[src/rtl/hdc_csr_v2_if.sv]
// Host-side CSR request/response handshake bundle for hdc_csr_v2.
// Latency: none (wires only).
// Backpressure: req side is valid/ready, rsp side is valid/ready; the slave owns both readies' meaning.
// Signals keep the block-level port names (suffix as seen from the CSR block):
//   csr_addr_i, csr_wr_data_i, csr_wr_en_i, csr_req_valid_i, csr_rsp_ready_i : host -> CSR
//   csr_req_ready_o, csr_rd_data_o, csr_rsp_valid_o                          : CSR -> host
interface hdc_csr_v2_if #(
    parameter int CSR_WIDTH      = 32,
    parameter int CSR_ADDR_WIDTH = 32
);
    logic [CSR_ADDR_WIDTH-1:0] csr_addr_i;
    logic [CSR_WIDTH-1:0]      csr_wr_data_i;
    logic                      csr_wr_en_i;
    logic                      csr_req_valid_i;
    logic                      csr_req_ready_o;
    logic [CSR_WIDTH-1:0]      csr_rd_data_o;
    logic                      csr_rsp_valid_o;
    logic                      csr_rsp_ready_i;

    // Host side.
    modport master (
        output csr_addr_i, csr_wr_data_i, csr_wr_en_i, csr_req_valid_i, csr_rsp_ready_i,
        input  csr_req_ready_o, csr_rd_data_o, csr_rsp_valid_o
    );

    // CSR block side.
    modport slave (
        input  csr_addr_i, csr_wr_data_i, csr_wr_en_i, csr_req_valid_i, csr_rsp_ready_i,
        output csr_req_ready_o, csr_rd_data_o, csr_rsp_valid_o
    );
endinterface

[src/rtl/hdc_csr_v2.sv]
// CSR file for the SBD-HDC accelerator: config decode, input-sample FIFO, sticky overflow, start/soft-reset pulses.
// Latency: request accepted in cycle N -> response, register update, pulses and FIFO push visible in N+1.
// Backpressure: one response outstanding; csr_req_ready_o = !csr_rsp_valid_o || csr_rsp_ready_i.
//
// Ports: clk_i / rst_i (synchronous, active high); csr (hdc_csr_v2_if.slave) host request/response;
//   csr_start_o, soft_reset_o one-cycle pulses; in_valid/in_value/shift_amount_in/input_done is the
//   FIFO head, popped by in_ready; running/output_valid/out are core status; the remaining outputs are
//   binding/bundling fields and associative-memory bounds.
// Optional feature: define HDC_CSR_PERF_CNT_EN to add the saturating running-cycle counter at address 9.

// Small synchronous FIFO with flush. A push while full is taken only if a pop frees a slot in the
// same cycle; otherwise it is dropped and drop_o flags it.
module hdc_csr_v2_fifo #(
    parameter int WIDTH = 13,
    parameter int DEPTH = 4,
    parameter int CNT_W = $clog2(DEPTH) + 1
) (
    input  logic             clk_i,
    input  logic             rst_i,
    input  logic             flush_i,
    input  logic             push_i,
    input  logic [WIDTH-1:0] push_dat_i,
    input  logic             pop_i,
    output logic [WIDTH-1:0] head_dat_o,
    output logic             empty_o,
    output logic             full_o,
    output logic [CNT_W-1:0] count_o,
    output logic             drop_o
);
    localparam int PTR_W = $clog2(DEPTH);

    logic [WIDTH-1:0] mem_q [DEPTH];
    logic [PTR_W-1:0] wr_ptr_q, rd_ptr_q;
    logic [CNT_W-1:0] count_q;
    logic             pop_ok, push_ok;

    assign empty_o    = (count_q == '0);
    assign full_o     = (count_q == CNT_W'(DEPTH));
    assign count_o    = count_q;
    assign head_dat_o = mem_q[rd_ptr_q];

    assign pop_ok  = pop_i && !empty_o;
    assign push_ok = push_i && (!full_o || pop_ok);
    assign drop_o  = push_i && full_o && !pop_ok;

    // DEPTH is a power of two, so the pointers wrap by natural overflow.
    always_ff @(posedge clk_i) begin
        if (rst_i) begin
            wr_ptr_q <= '0;
            rd_ptr_q <= '0;
            count_q  <= '0;
            for (int i = 0; i < DEPTH; i++) begin
                mem_q[i] <= '0;
            end
        end else if (flush_i) begin
            wr_ptr_q <= '0;
            rd_ptr_q <= '0;
            count_q  <= '0;
        end else begin
            if (push_ok) begin
                mem_q[wr_ptr_q] <= push_dat_i;
                wr_ptr_q        <= wr_ptr_q + PTR_W'(1);
            end
            if (pop_ok) begin
                rd_ptr_q <= rd_ptr_q + PTR_W'(1);
            end
            case ({push_ok, pop_ok})
                2'b10:   count_q <= count_q + CNT_W'(1);
                2'b01:   count_q <= count_q - CNT_W'(1);
                default: count_q <= count_q;
            endcase
        end
    end
endmodule

module hdc_csr_v2 #(
    parameter int CSR_WIDTH      = 32,
    parameter int CSR_ADDR_WIDTH = 32,
    parameter int IN_FIFO_DEPTH  = 4,
    parameter int CNT_W          = $clog2(IN_FIFO_DEPTH) + 1
) (
    input  logic                 clk_i,
    input  logic                 rst_i,
    hdc_csr_v2_if.slave          csr,
    output logic                 csr_start_o,
    output logic                 soft_reset_o,
    // input FIFO head towards the core
    output logic                 in_valid,
    output logic [5:0]           in_value,
    output logic [5:0]           shift_amount_in,
    output logic                 input_done,
    input  logic                 in_ready,
    // core status
    input  logic                 running,
    input  logic                 output_valid,
    input  logic [4:0]           out,
    // binding fields
    output logic                 sliding_window_mode,
    output logic                 signature_encoding_mode,
    output logic                 shift_binding_mode,
    // bundling fields
    output logic                 acc1_mode,
    output logic                 cdt_mode,
    output logic                 acc2_mode,
    output logic [5:0]           window1_size,
    output logic [3:0]           cdt_k_factor,
    output logic [2:0]           thr1_val,
    output logic [6:0]           thr2_val,
    output logic                 or_mode,
    output logic                 am_write_encoded,
    // associative-memory bounds
    output logic [CSR_WIDTH-1:0] am_addr_base,
    output logic [CSR_WIDTH-1:0] am_addr_max
);
    typedef logic [CSR_ADDR_WIDTH-1:0] addr_t;

    localparam addr_t A_START  = addr_t'(0);
    localparam addr_t A_INPUT  = addr_t'(1);
    localparam addr_t A_STATUS = addr_t'(2);
    localparam addr_t A_PBIND  = addr_t'(3);
    localparam addr_t A_PBUND  = addr_t'(4);
    localparam addr_t A_AMBASE = addr_t'(5);
    localparam addr_t A_AMMAX  = addr_t'(6);
    localparam addr_t A_RESET  = addr_t'(7);
    localparam addr_t A_CLEAR  = addr_t'(8);
`ifdef HDC_CSR_PERF_CNT_EN
    localparam addr_t A_PERF   = addr_t'(9);
`endif

    // FIFO entry is the INPUT write payload without its ignored bit 0: {done, shift[5:0], value[5:0]}.
    localparam int ENT_W = 13;

    logic                 rsp_valid_q;
    logic [CSR_WIDTH-1:0] rd_data_q;
    logic                 start_q, soft_reset_q, clear_q, overflow_q;
    logic [CSR_WIDTH-1:0] p_binding_q, p_bundling_q, am_base_q, am_max_q;

    logic                 req_rdy, req_acc, wr_acc;
    logic                 push, pop;
    logic [ENT_W-1:0]     head;
    logic                 fifo_empty, fifo_full, fifo_drop;
    logic [CNT_W-1:0]     fifo_cnt;
    logic [CSR_WIDTH-1:0] rd_mux;

    // ---------------- handshake ----------------
    assign req_rdy = !rsp_valid_q || csr.csr_rsp_ready_i;
    assign req_acc = csr.csr_req_valid_i && req_rdy;
    assign wr_acc  = req_acc && csr.csr_wr_en_i;

    assign csr.csr_req_ready_o = req_rdy;
    assign csr.csr_rsp_valid_o = rsp_valid_q;
    assign csr.csr_rd_data_o   = rd_data_q;

    // ---------------- input FIFO ----------------
    assign push = wr_acc && (csr.csr_addr_i == A_INPUT);
    assign pop  = in_valid && in_ready;

    // Flush runs while soft_reset_o is high, so a push accepted in that same cycle is lost.
    hdc_csr_v2_fifo #(
        .WIDTH (ENT_W),
        .DEPTH (IN_FIFO_DEPTH),
        .CNT_W (CNT_W)
    ) u_in_fifo (
        .clk_i      (clk_i),
        .rst_i      (rst_i),
        .flush_i    (soft_reset_q),
        .push_i     (push),
        .push_dat_i (csr.csr_wr_data_i[13:1]),
        .pop_i      (pop),
        .head_dat_o (head),
        .empty_o    (fifo_empty),
        .full_o     (fifo_full),
        .count_o    (fifo_cnt),
        .drop_o     (fifo_drop)
    );

    assign in_valid        = !fifo_empty;
    assign in_value        = head[5:0];
    assign shift_amount_in = head[11:6];
    assign input_done      = head[12];

`ifdef HDC_CSR_PERF_CNT_EN
    // ---------------- running-cycle counter ----------------
    logic [CSR_WIDTH-1:0] perf_q;

    always_ff @(posedge clk_i) begin
        if (rst_i) begin
            perf_q <= '0;
        end else if (soft_reset_q || start_q) begin
            perf_q <= '0;
        end else if (running && (perf_q != '1)) begin
            perf_q <= perf_q + CSR_WIDTH'(1);
        end
    end
`endif

    // ---------------- read mux (samples state before this cycle's push/pop) ----------------
    always_comb begin
        rd_mux = '0;
        case (csr.csr_addr_i)
            A_INPUT: begin
                if (!fifo_empty) begin
                    rd_mux[13:1] = head;
                end
            end
            A_STATUS: begin
                rd_mux[0]            = running;
                rd_mux[1]            = in_ready;
                rd_mux[2]            = output_valid;
                rd_mux[7:3]          = out;
                rd_mux[8]            = fifo_empty;
                rd_mux[9]            = fifo_full;
                rd_mux[10]           = overflow_q;
                rd_mux[16 +: CNT_W]  = fifo_cnt;
            end
            A_PBIND:  rd_mux = p_binding_q;
            A_PBUND:  rd_mux = p_bundling_q;
            A_AMBASE: rd_mux = am_base_q;
            A_AMMAX:  rd_mux = am_max_q;
`ifdef HDC_CSR_PERF_CNT_EN
            A_PERF:   rd_mux = perf_q;
`endif
            default:  rd_mux = '0;
        endcase
    end

    // ---------------- response, registers, pulses ----------------
    always_ff @(posedge clk_i) begin
        if (rst_i) begin
            rsp_valid_q  <= 1'b0;
            rd_data_q    <= '0;
            start_q      <= 1'b0;
            soft_reset_q <= 1'b0;
            clear_q      <= 1'b0;
            p_binding_q  <= '0;
            p_bundling_q <= '0;
            am_base_q    <= '0;
            am_max_q     <= '0;
        end else begin
            if (req_acc) begin
                rsp_valid_q <= 1'b1;
                rd_data_q   <= csr.csr_wr_en_i ? '0 : rd_mux;
            end else if (csr.csr_rsp_ready_i) begin
                rsp_valid_q <= 1'b0;
            end

            start_q      <= wr_acc && (csr.csr_addr_i == A_START) && csr.csr_wr_data_i[0];
            soft_reset_q <= wr_acc && (csr.csr_addr_i == A_RESET) && csr.csr_wr_data_i[0];
            clear_q      <= wr_acc && (csr.csr_addr_i == A_CLEAR) && csr.csr_wr_data_i[0];

            if (wr_acc) begin
                case (csr.csr_addr_i)
                    A_PBIND:  p_binding_q  <= csr.csr_wr_data_i;
                    A_PBUND:  p_bundling_q <= csr.csr_wr_data_i;
                    A_AMBASE: am_base_q    <= csr.csr_wr_data_i;
                    A_AMMAX:  am_max_q     <= csr.csr_wr_data_i;
                    default:  ;
                endcase
            end
        end
    end

    // Overflow: soft reset beats a drop (entry is flushed anyway); a drop beats a same-cycle clear.
    always_ff @(posedge clk_i) begin
        if (rst_i) begin
            overflow_q <= 1'b0;
        end else if (soft_reset_q) begin
            overflow_q <= 1'b0;
        end else if (fifo_drop) begin
            overflow_q <= 1'b1;
        end else if (clear_q) begin
            overflow_q <= 1'b0;
        end
    end

    // ---------------- field decode ----------------
    assign csr_start_o             = start_q;
    assign soft_reset_o            = soft_reset_q;

    assign sliding_window_mode     = p_binding_q[0];
    assign signature_encoding_mode = p_binding_q[1];
    assign shift_binding_mode      = p_binding_q[2];

    assign acc1_mode               = p_bundling_q[0];
    assign cdt_mode                = p_bundling_q[1];
    assign acc2_mode               = p_bundling_q[2];
    assign window1_size            = p_bundling_q[8:3];
    assign cdt_k_factor            = p_bundling_q[12:9];
    assign thr1_val                = p_bundling_q[15:13];
    assign thr2_val                = p_bundling_q[22:16];
    assign or_mode                 = p_bundling_q[23];
    assign am_write_encoded        = p_bundling_q[24];

    assign am_addr_base            = am_base_q;
    assign am_addr_max             = am_max_q;
endmodule

[src/flat_wrapper.sv]
// flat-port wrapper written by rule: the top's interface ports become plain ports
module hdc_csr_v2_flat 
#(
    parameter int CSR_WIDTH      = 32,
    parameter int CSR_ADDR_WIDTH = 32,
    parameter int IN_FIFO_DEPTH  = 4,
    parameter int CNT_W          = $clog2(IN_FIFO_DEPTH) + 1
)
  (clk_i, rst_i, csr_start_o, soft_reset_o, in_valid, in_value, shift_amount_in, input_done, in_ready, running, output_valid, out, sliding_window_mode, signature_encoding_mode, shift_binding_mode, acc1_mode, cdt_mode, acc2_mode, window1_size, cdt_k_factor, thr1_val, thr2_val, or_mode, am_write_encoded, am_addr_base, am_addr_max, csr_csr_addr_i, csr_csr_wr_data_i, csr_csr_wr_en_i, csr_csr_req_valid_i, csr_csr_rsp_ready_i, csr_csr_req_ready_o, csr_csr_rd_data_o, csr_csr_rsp_valid_o);
  hdc_csr_v2_if #(.CSR_WIDTH(CSR_WIDTH), .CSR_ADDR_WIDTH(CSR_ADDR_WIDTH)) csr_i ();
  input  logic clk_i;
  input  logic rst_i;
  output logic csr_start_o;
  output logic soft_reset_o;
  output logic in_valid;
  output logic [5:0] in_value;
  output logic [5:0] shift_amount_in;
  output logic input_done;
  input  logic in_ready;
  input  logic running;
  input  logic output_valid;
  input  logic [4:0] out;
  output logic sliding_window_mode;
  output logic signature_encoding_mode;
  output logic shift_binding_mode;
  output logic acc1_mode;
  output logic cdt_mode;
  output logic acc2_mode;
  output logic [5:0] window1_size;
  output logic [3:0] cdt_k_factor;
  output logic [2:0] thr1_val;
  output logic [6:0] thr2_val;
  output logic or_mode;
  output logic am_write_encoded;
  output logic [CSR_WIDTH-1:0] am_addr_base;
  output logic [CSR_WIDTH-1:0] am_addr_max;
  input wire logic [$bits(csr_i.csr_addr_i)-1:0] csr_csr_addr_i;
  input wire logic [$bits(csr_i.csr_wr_data_i)-1:0] csr_csr_wr_data_i;
  input wire logic [$bits(csr_i.csr_wr_en_i)-1:0] csr_csr_wr_en_i;
  input wire logic [$bits(csr_i.csr_req_valid_i)-1:0] csr_csr_req_valid_i;
  input wire logic [$bits(csr_i.csr_rsp_ready_i)-1:0] csr_csr_rsp_ready_i;
  output wire logic [$bits(csr_i.csr_req_ready_o)-1:0] csr_csr_req_ready_o;
  output wire logic [$bits(csr_i.csr_rd_data_o)-1:0] csr_csr_rd_data_o;
  output wire logic [$bits(csr_i.csr_rsp_valid_o)-1:0] csr_csr_rsp_valid_o;
  assign csr_i.csr_addr_i = csr_csr_addr_i;
  assign csr_i.csr_wr_data_i = csr_csr_wr_data_i;
  assign csr_i.csr_wr_en_i = csr_csr_wr_en_i;
  assign csr_i.csr_req_valid_i = csr_csr_req_valid_i;
  assign csr_i.csr_rsp_ready_i = csr_csr_rsp_ready_i;
  assign csr_csr_req_ready_o = csr_i.csr_req_ready_o;
  assign csr_csr_rd_data_o = csr_i.csr_rd_data_o;
  assign csr_csr_rsp_valid_o = csr_i.csr_rsp_valid_o;
  hdc_csr_v2 #(.CSR_WIDTH(CSR_WIDTH), .CSR_ADDR_WIDTH(CSR_ADDR_WIDTH), .IN_FIFO_DEPTH(IN_FIFO_DEPTH), .CNT_W(CNT_W)) u_core (.clk_i(clk_i), .rst_i(rst_i), .csr(csr_i), .csr_start_o(csr_start_o), .soft_reset_o(soft_reset_o), .in_valid(in_valid), .in_value(in_value), .shift_amount_in(shift_amount_in), .input_done(input_done), .in_ready(in_ready), .running(running), .output_valid(output_valid), .out(out), .sliding_window_mode(sliding_window_mode), .signature_encoding_mode(signature_encoding_mode), .shift_binding_mode(shift_binding_mode), .acc1_mode(acc1_mode), .cdt_mode(cdt_mode), .acc2_mode(acc2_mode), .window1_size(window1_size), .cdt_k_factor(cdt_k_factor), .thr1_val(thr1_val), .thr2_val(thr2_val), .or_mode(or_mode), .am_write_encoded(am_write_encoded), .am_addr_base(am_addr_base), .am_addr_max(am_addr_max));
endmodule
[config.mk]
export PLATFORM = sky130hd
export DESIGN_NAME = hdc_csr_v2_flat
export DESIGN_NICKNAME = d
export VERILOG_FILES = /design/src/rtl/hdc_csr_v2_if.sv /design/src/rtl/hdc_csr_v2.sv /design/src/flat_wrapper.sv
export SDC_FILE = /design/constraint.sdc
export NUM_CORES = 1
export LEC_CHECK = 0
export ABC_AREA = 1
export BUFFER_PORTS_ARGS = -buffer_cell sky130_fd_sc_hd__buf_2
export CORE_ASPECT_RATIO = 1.4
export CORE_MARGIN = 10
export CORE_UTILIZATION = 25
export CTS_BUF_LIST = sky130_fd_sc_hd__clkbuf_8 sky130_fd_sc_hd__clkbuf_16
export CTS_CLUSTER_SIZE = 8
export DETAILED_ROUTE_END_ITERATION = 16
export SETUP_SLACK_MARGIN = 0.3
export SYNTH_ARGS = -nofsm -noshare
export SYNTH_HDL_FRONTEND = slang
export SYNTH_SLANG_ARGS = --single-unit
export TNS_END_PERCENT = 1
[constraint.sdc]
create_clock -name clk_i -period 3.55 [get_ports clk_i]
set_input_delay 0.1775 -clock clk_i [delete_from_list [all_inputs] [get_ports clk_i]]
set_output_delay 0.1775 -clock clk_i [all_outputs]
set_load 0.1 [all_outputs]
==> metrics.cfg <==
[power_and_ir_drop]
power_density_nw_per_um2 = 486
seq_power_share_pct = 43.1
p_sw_w = 0.00170
switching_share_pct = 27.4
finalPower_w = 0.00621
clock_power_share_pct = 47.2
p_leak_nw = 5.55
p_int_w = 0.00451
max-vdd-ir-drop_mv = 0.305
comb_power_share_pct = 9.7

[yosys]
postSynthCellCount = 1287
netlist_area_um2 = 10300
yosysTopAreaCell = dfxtp_1
ys_seq_elements = 226
synth_top_area_share_pct = 33.9
yosysWarnings = 0
avgSynthCellArea_um2 = 8.00
syn-num-nets = 1366
synth_sequential_area_ratio_pct = 49.0
synth_cell_types = 32
synth_area_leaders = dfxtp_1 34%, edfxtp_1 15%, a211oi_1 8.7%

[worst_setup_path]
cp-end-kind = primary output
cp_max_fo = 14
cp-start-kind = flip-flop
cp_cell_sequence = inv_1, nand3_1, nand2_1, inv_1, buf_2
r2r_setup_slack_ns = 1.06
cp_slowest_cell = dfxtp_1
criticalPathCategory = reg -> out
cpMostUsedCell = inv_1
r2r_cells = 7
slowest_delay_ns = 0.73
timing.rr.start = u_core.u_in_fifo.count_o[2]
worst_ep_arrival_time_ns = 2.54
crit_required_ns = 3.37
reg2reg_to = u_core.u_in_fifo.mem_q[3][7]

[cells_and_area]
final_area_um2 = 12800
layout_common_cells = 234 x nand2_1, 224 x nor2_1, 217 x buf_2, 174 x dfxtp_1, 133 x nand3_1
fillers = 4337
instances_no_fill = 2020
area_growth_syn_to_layout_pct = 24.2
layout_commonest_cell = nand2_1
drive_above_1_share_pct = 22.0
final_nets = 1552

[grt]
antenna_found_initial = 2
overflow = 0
grt_pass1_wl_mm = 54.5
grt_pass1_vias = 9317
track_usage_pct = 14.1
grt_max_degree = 102

[clock_tree]
clkSinkCount = 226
cts_root_buf = clkbuf_16
cts_tree = yes
cts.htree.levels = 2
post_cts_buffers = 0
clock_latency_ns = 0.53
cts_buffers = 34
cts_buffer_depth = 3
path_clk_slew_ns = 0.05

[sta]
timing.hold.ws_ns = 0.0148
clock_skew_ns = 0.0204
layout_min_cycle_time_ns = 2.71
hold_viol = 0
slew_headroom_pct = 21.3
setup_viol = 0
timing.final.max_slew_violations = 0
max_slew.worst_pin.slew_ns = 1.18
setup_tns_ns = 0
fin_crit_sh_pct = 76.5
fmax_ghz = 0.368
rsz0062_at_grt = false

[min_path]
hold_class = in -> reg
hold_start = csr_csr_addr_i[6]
holdPathEnd = u_core.clear_q
holdPathStages = 4

[place]
place_congestion = 0.881
placed_area_um2 = 11600
dpl.cell_count = 1951
port_buffers = 218
hpwlAfterDp_mm = 26.0

[route]
num_vias = 9426
wirelength_mm = 36.5
drt_iter0_markers = 523
wl_per_cell_um = 18.1
vias_per_cell = 4.67
antenna_left = 0
drc_errors = 0
dr.pass1.iters = 6

[floorplanning]
fp.dieH_um = 260
rows = 87
core_area_um2 = 40500
die_x_um = 191
pin_count = 219
die_area_um2 = 49800
initial_utilization_pct = 25.4

[status]
outcome = complete, no violations

[flow_run]
drv_cap = 0

==> worst max-delay path, delay by kind of cell, from the launching register on <==
family | cells | cell delay, ns
buffers and inverters | 3 | 0.91
flip-flops | 1 | 0.73
AND/OR/NAND/NOR | 2 | 0.37
==> cells by family after synthesis <==
kind of cell / count (synthesis) / synth area share (%)
flops: 226 / 49.0
buf+inv: 195 / 9.05
compound gates: 208 / 13.7
simple gates: 656 / 27.9
fa+ha+maj: 2 / 0.316
==> cell usage after synthesis <==
cell type / count
nor3_2: 7
nand2_2: 5
nor2_2: 14
fa_1: 1
o22ai_1: 2
a211oi_2: 9
buf_4: 34
o31ai_1: 1
a21oi_1: 41
buf_6: 4
a211oi_1: 119
nand4_1: 2
nor3_1: 22
edfxtp_1: 52
nand2_1: 235
o21ai_1: 11
nor2_4: 6
clkinv_1: 1
inv_1: 87
nand3_2: 1
nand3_1: 133
clkbuf_1: 33
buf_2: 33
nor2_8: 2
nand4_2: 1
o21a_1: 1
o21ai_0: 24
ha_1: 1
dfxtp_1: 174
nand2_4: 3
inv_2: 3
nor2_1: 225
==> worst max-delay path by stage <==
stage                                         to  depth (start not counted)                  startpoint  slack, ns
finish                               in_value[4]                          5                   flip-flop       0.84
global route                         in_value[5]                          5                   flip-flop       0.71
CTS                                  in_value[5]                          5                   flip-flop       0.80
detailed placement       u_core.p_bundling_q[14]                          9          csr_csr_addr_i[31]       0.89
global placement         u_core.p_bundling_q[29]                          9          csr_csr_addr_i[31]       0.96
floorplan           u_core.u_in_fifo.mem_q[2][0]                          8  u_core.csr.csr_rsp_valid_o       0.44
==> power by group through the flow <==
stage	combinational (W)	sequential (W)	clock [W]
global route	0.000641	0.00268	0.00310
floorplan	0.000412	0.00273	0
finish	0.000603	0.00268	0.00293
global placement	0.000588	0.00273	0
detailed placement	0.000591	0.00273	0
CTS	0.000609	0.00268	0.00299
==> metal layers <==
metal  track usage, %  vias to the layer above  part of all wire (%)
li1                 -                     4669                     -
met1             15.1                     4363                    37
met2             24.6                      306                    50
met3             4.13                       86                   7.6
met4             7.37                        2                   4.7
met5                0                        -                 0.030
==> sequential cells by signal, indices dropped and copies added (netlist names), named ones only <==
name,count
u_core.am_addr_base,32
u_core.overflow_q,1
u_core.csr_start_o,1
u_core.csr.csr_rsp_valid_o,1
u_core.u_in_fifo.count_o,3
u_core.csr.csr_rd_data_o,32
u_core.p_binding_q,32
u_core.am_addr_max,32
u_core.p_bundling_q,32
u_core.u_in_fifo.rd_ptr_q,2
u_core.u_in_fifo.mem_q,52
u_core.clear_q,1
u_core.u_in_fifo.wr_ptr_q,2
u_core.soft_reset_o,1
==> stage by stage <==
step | worst slack [ns] | util (%)
floorplan | 0.437 | -
global placement | 0.963 | 28.7
detailed placement | 0.890 | 28.7
CTS | 0.802 | 31.5
global route | 0.707 | 31.6
finish | 0.836 | 31.6
==> what timing repair did <==
action,4_1_cts,5_1_grt
gates resized for setup,0,0
setup endpoints to repair,0,0
hold buffers,20,0
hold endpoints to repair,55,0
==> final cells by class <==
class,count,area [µm²],share of cell area [%]
well taps,534,668,5.23
clock buffers,34,851,6.66
flip-flops and latches,226,5040,39.5
inverters,91,342,2.67
multi-input cells,866,4330,33.9
diodes,1,2.50,0.0196
clock inverters,14,100,0.783
repair buffers,254,1440,11.3
Power figures use the tool's default switching activity.
